## config.mk

```make
export PLATFORM = sky130hd
export DESIGN_NAME = uart_rx
export DESIGN_NICKNAME = d
export VERILOG_FILES = /design/src/rtl/uart_rx.sv
export SDC_FILE = /design/constraint.sdc
export NUM_CORES = 1
export LEC_CHECK = 0
export BUFFER_PORTS_ARGS = -buffer_cell sky130_fd_sc_hd__buf_2
export CAP_MARGIN = 20
export CORE_AREA = 4 4 54 75
export CTS_CLUSTER_DIAMETER = 120
export DETAILED_ROUTE_END_ITERATION = 6
export DIE_AREA = 0 0 58 79
export PLACE_DENSITY = 0.75
export SLEW_MARGIN = 15
export SYNTH_ARGS = -nofsm -noshare
export SYNTH_HDL_FRONTEND = slang
export SYNTH_SLANG_ARGS = --single-unit
```

## constraint.sdc

```tcl
create_clock -name clk -period 2.13 [get_ports clk]
set_input_delay 0.1065 -clock clk [delete_from_list [all_inputs] [get_ports clk]]
set_output_delay 0.1065 -clock clk [all_outputs]
set_load 0.05 [all_outputs]
```

## src/rtl/uart_rx.sv

```systemverilog
// uart_rx: 8N1 serial receiver with a valid/ready output register.
//
// Ports:
//   clk        system clock
//   rst        synchronous active-high reset
//   rx         asynchronous serial line, idle high, LSB first
//   data       last received byte
//   valid      data holds an unconsumed byte
//   ready      consumer accepts data when valid && ready
//   frame_err  one-cycle pulse, stop bit sampled low
//   overrun    one-cycle pulse, a new byte replaced an unconsumed one
//   busy       high while a frame is being received
//
// state     | meaning
// WAIT_HIGH | line must read high before a start bit is accepted
// IDLE      | waiting for a falling edge on the synchronised line
// START     | counting to the start-bit centre, rejecting glitches
// DATA      | sampling eight data bits at their centres
// STOP      | sampling the stop bit, then load or flag framing error

module uart_rx #(
  parameter int CLKS_PER_BIT = 434,
  parameter int HALF         = CLKS_PER_BIT / 2
) (
  input  logic       clk,
  input  logic       rst,
  input  logic       rx,
  output logic [7:0] data,
  output logic       valid,
  input  logic       ready,
  output logic       frame_err,
  output logic       overrun,
  output logic       busy
);

  localparam int CW = $clog2(CLKS_PER_BIT);

  typedef enum logic [2:0] {
    S_WAIT_HIGH,
    S_IDLE,
    S_START,
    S_DATA,
    S_STOP
  } state_e;

  state_e          state_q;
  logic [CW-1:0]   cnt_q;
  logic [2:0]      idx_q;
  logic [7:0]      shift_q;
  logic            s1_q;
  logic            rx_s_q;
  logic            busy_q;
  logic            load_q;
  logic            ferr_q;

  logic [7:0]      data_q, data_d;
  logic            valid_q, valid_d;
  logic            overrun_q, overrun_d;
  logic            frame_err_q, frame_err_d;
  logic            pop;

  // Receive FSM. load_q / ferr_q are single-cycle strobes raised at the
  // stop-bit sample; the output register acts on them one edge later.
  always_ff @(posedge clk) begin
    if (rst) begin
      state_q <= S_WAIT_HIGH;
      cnt_q   <= '0;
      idx_q   <= '0;
      shift_q <= '0;
      s1_q    <= 1'b1;
      rx_s_q  <= 1'b1;
      busy_q  <= 1'b0;
      load_q  <= 1'b0;
      ferr_q  <= 1'b0;
    end else begin
      s1_q   <= rx;
      rx_s_q <= s1_q;
      load_q <= 1'b0;
      ferr_q <= 1'b0;
      case (state_q)
        S_WAIT_HIGH: begin
          if (rx_s_q) state_q <= S_IDLE;
        end
        S_IDLE: begin
          if (!rx_s_q) begin
            state_q <= S_START;
            cnt_q   <= '0;
            busy_q  <= 1'b1;
          end
        end
        S_START: begin
          if (cnt_q == CW'(HALF - 1)) begin
            cnt_q <= '0;
            if (!rx_s_q) begin
              state_q <= S_DATA;
              idx_q   <= '0;
            end else begin
              state_q <= S_IDLE;
              busy_q  <= 1'b0;
            end
          end else begin
            cnt_q <= cnt_q + CW'(1);
          end
        end
        S_DATA: begin
          if (cnt_q == CW'(CLKS_PER_BIT - 1)) begin
            shift_q[idx_q] <= rx_s_q;
            cnt_q          <= '0;
            if (idx_q == 3'd7) state_q <= S_STOP;
            else               idx_q   <= idx_q + 3'd1;
          end else begin
            cnt_q <= cnt_q + CW'(1);
          end
        end
        S_STOP: begin
          if (cnt_q == CW'(CLKS_PER_BIT - 1)) begin
            cnt_q  <= '0;
            busy_q <= 1'b0;
            // Returning at the stop-bit centre re-arms half a bit early.
            if (rx_s_q) begin
              state_q <= S_IDLE;
              load_q  <= 1'b1;
            end else begin
              state_q <= S_WAIT_HIGH;
              ferr_q  <= 1'b1;
            end
          end else begin
            cnt_q <= cnt_q + CW'(1);
          end
        end
        default: state_q <= S_WAIT_HIGH;
      endcase
    end
  end

  assign pop = valid_q && ready;

  always_comb begin
    data_d      = data_q;
    valid_d     = valid_q;
    overrun_d   = 1'b0;
    frame_err_d = ferr_q;
    if (load_q) begin
      data_d    = shift_q;
      valid_d   = 1'b1;
      // A simultaneous pop consumes the old byte, so nothing is lost.
      overrun_d = valid_q && !pop;
    end else if (pop) begin
      valid_d = 1'b0;
    end
  end

  always_ff @(posedge clk) begin
    if (rst) begin
      data_q      <= 8'h00;
      valid_q     <= 1'b0;
      overrun_q   <= 1'b0;
      frame_err_q <= 1'b0;
    end else begin
      data_q      <= data_d;
      valid_q     <= valid_d;
      overrun_q   <= overrun_d;
      frame_err_q <= frame_err_d;
    end
  end

  assign data      = data_q;
  assign valid     = valid_q;
  assign frame_err = frame_err_q;
  assign overrun   = overrun_q;
  assign busy      = busy_q;

endmodule

```

==> summary.txt <==
Outcome
  • Outcome: finished, final reports clean

Global route
  • Antenna violations before repair: 0
  • M3 GR Usage: 0.0439
  • Global Route met2 Usage: 0.304
  • First-pass GRT wire length: 5980 um
  • Global-route usage over all layers: 0.167
  • Global route hottest layer: met2
  • M1 GR Usage: 0.176
  • Largest net degree at the start of global routing: 40
  • Vias in the first global route: 1,392
  • Gr ovfl total: 0

Timing
  • Slew Limit Fails: 0
  • Fin. Hold Viols: 0
  • Min Tclk post-route: 1.96 ns
  • Worst Skew: 0.00574 ns
  • RSZ-0062 raised after global routing: no
  • Tcrit/Tclk final: 0.919
  • Fmax: 511 MHz
  • Setup TNS: 0 ns
  • Final setup viols: 0
  • Worst Tran Pin Value: 0.657 ns
  • Slew HR: 0.562

Synth
  • Synth Area in Simple Gates: 0.302
  • Xor and xnor area share after synthesis: 0.00461
  • Post-synth EDFFs: 0
  • Synth async-reset ratio: 0
  • Top post-synthesis cells by count: 39 x dfxtp_1, 26 x nor2_1, 19 x nand2_1
  • Top cell type by total area after synthesis: dfxtp_1
  • Mapped cell area: 1900 sq um
  • Synth top area cells: dfxtp_1 41%, mux2i_1 7.9%, nor2_1 5.1%
  • Adder-Cell Fraction of Synth Area: 0.0330
  • Most frequent cell after synthesis: dfxtp_1
  • Sequential-to-total area share from yosys stat: 0.411
  • YS warnings: 0
  • Synth Instances: 212
  • Post-Syn Nets: 221
  • Distinct cells, synth: 46
  • Synth Area in Compound Gates: 0.115
  • Largest family of logic cells by synthesized area: simple AND/OR/NAND/NOR gates
  • Proportion of synthesized area in mux cells: 0.0791
  • Top-area cell type share of the netlist area: 0.411
  • Syn Area/Cell: 8.95 sq um
  • Synth Register Bits: 39
  • Post-synth top flop: dfxtp_1

Hold path
  • Hold Path Class: in2reg

Die
  • Total die area: 4580 sq um
  • Effective utilization at floorplan: 0.562
  • Die H: 79 um
  • Boundary pin count: 16
  • Core footprint: 3380 sq um
  • Num rows: 25
  • Die width: 58 um

Layout
  • P&R area growth vs syn: 9.43%
  • Layout Nets: 236
  • Share of cells above drive strength 1: 0.194
  • ANT cells: 0
  • Filler instances: 294
  • Core Util, Final: 0.615

Detailed routing
  • DRT iter0 DRCs: 61
  • Via density per instance: 5.64
  • WL per Instance: 13.0 um
  • DRC viols: 0
  • Pre-antenna DRT Iters: 4
  • Post-Route WL: 3460 um
  • Via Count: 1,505
  • Antenna Nets Post-Route: 0

Pwr
  • Pwr per Cell Area: 805 nW/um^2
  • Total Power: 1.67 mW
  • Leakage: 0.784 nW
  • Net Sw Power: 0.510 mW
  • Switching part of the total: 0.305
  • Reg power frac: 0.492
  • Peak VDD IR: 0.000508 V
  • Combinational power share: 0.218
  • Clock power frac: 0.290
  • Int Power: 1.16 mW

Critical path
  • Crit-path slowest cell: or4_1
  • Startpoint types: flop
  • Max incr delay on CP: 0.49 ns
  • Worst-path maximum fanout: 7
  • WP data required: 2.34 ns
  • CP Capture Type: flop
  • Worst setup path class: reg2reg
  • Worst Path Arrival: 2.17 ns
  • Worst-path cell chain: inv_1 > ha_1 > nand4b_1 > nor2_1 > o21a_4 > or4_1 > a31oi_1

Clock tree
  • Worst-Skew Late Latency: 0.28 ns
  • Clk slew on worst S/H paths: 0.07 ns
  • H-tree level count: 2
  • Clock root cell: clkbuf_8
  • TritonCTS clock tree: done
  • CTS max path bufs: 2
  • Clock sink total: 39
  • Number of CTS-inserted buffers: 5
  • Post-CTS Setup Inserts: 0

Placement
  • GP Congestion: 0.813
  • Port bufs: 15
  • HPWL Detailed: 2450 um

Flow run
  • Max Cap Viol: 0
[through the flow]
step / std cells / cell area, sq um / hold WS [ns] / setup slack, ns
after floorplan: 212 / 1900 / 0.182 / 0.357
after global placement: 259 / 1980 / 0.288 / 0.169
after detailed placement: 259 / 1980 / 0.292 / 0.154
after CTS: 267 / 2070 / 0.00345 / 0.121
after global routing: 267 / 2080 / 0.0123 / 0.0390
final: 267 / 2080 / 0.00880 / 0.172
[power by group through the flow]
| stage | combinational [mW] | sequential [mW] | clock (mW) |
|---|---|---|---|
| 4_1_cts | 0.363 | 0.821 | 0.503 |
| 6_report | 0.364 | 0.822 | 0.484 |
| 3_3_place_gp | 0.358 | 0.836 | 0 |
| 5_1_grt | 0.404 | 0.827 | 0.541 |
| 2_1_floorplan | 0.330 | 0.805 | 0 |
| 3_5_place_dp | 0.359 | 0.838 | 0 |
[final timing paths]
path                                             from               endpoint  slack, ns  cells after the start
worst max register to register  cnt_q[1]$_SDFFE_PP0P_  cnt_q[6]$_SDFFE_PP0P_       0.17                      7
worst min register to register        s1_q$_SDFF_PP1_      rx_s_q$_SDFF_PP1_       0.41                      1
worst min-delay path                               rx        s1_q$_SDFF_PP1_      0.009                      2
worst max-delay path            cnt_q[1]$_SDFFE_PP0P_  cnt_q[6]$_SDFFE_PP0P_       0.17                      7
[worst max-delay path, delay by kind of cell (launching register included)]
kind	cells	cell delay, ns
AO/OA/AOI/OAI	2	0.42
buffers and inverters	1	0.08
adder cells (fa/ha/maj)	1	0.18
AND/OR/NAND/NOR	3	0.83
flip-flops	1	0.38
[registers in the layout, summed over array words and instances, names as in the netlist, 3 cells and up]
signal	count
state_q	3
idx_q	3
data	8
cnt_q	9
shift_q	8
[cells by family (layout without fill, tap and decap cells)]
group / after synthesis / in the layout
simple gates: 97 / 97
flops: 39 / 39
compound gates: 36 / 36
buf+inv: 19 / 34
mux: 15 / 15
fa+ha+maj: 5 / 5
xor+xnor: 1 / 1
[layout make-up]
type / count / area (sq um) / share of cell area
inverters: 7 / 26.3 / 0.0127
repair buffers: 20 / 115 / 0.0554
flip-flops and latches: 39 / 781 / 0.376
multi-input cells: 154 / 1020 / 0.490
well taps: 40 / 50.0 / 0.0241
clock buffers: 6 / 82.6 / 0.0398
clock inverters: 1 / 5.00 / 0.00241
[per-layer routing]
| layer | routed length [um] | vias up |
|---|---|---|
| met5 | 0 | - |
| met4 | 57 | 0 |
| met3 | 129 | 6 |
| met2 | 1800 | 19 |
| met1 | 1480 | 707 |
| li1 | - | 773 |
[placed cells by master, fill, tap and decap left out, drive strengths merged, types with 2 or more instances in the layout]
master and instances:
dfxtp 39, or3 5, nor2b 6, a21oi 14, ha 5, nand3b 5, inv 7, nor3b 5
o21ai 9, nor2 27, nand3 10, or2 3, o2111ai 2, a31oi 4, mux2i 15, clkbuf 6
nor3 6, a22oi 3, nor4 2, nand2 19, or4 2, buf 19
[repair_timing]
item	4_1_cts	5_1_grt
hold buffers	1	0
gates resized for setup	0	1
endpoints found under the setup margin	0	9
hold endpoints to repair	1	0
(Power assumes the default switching activity.)
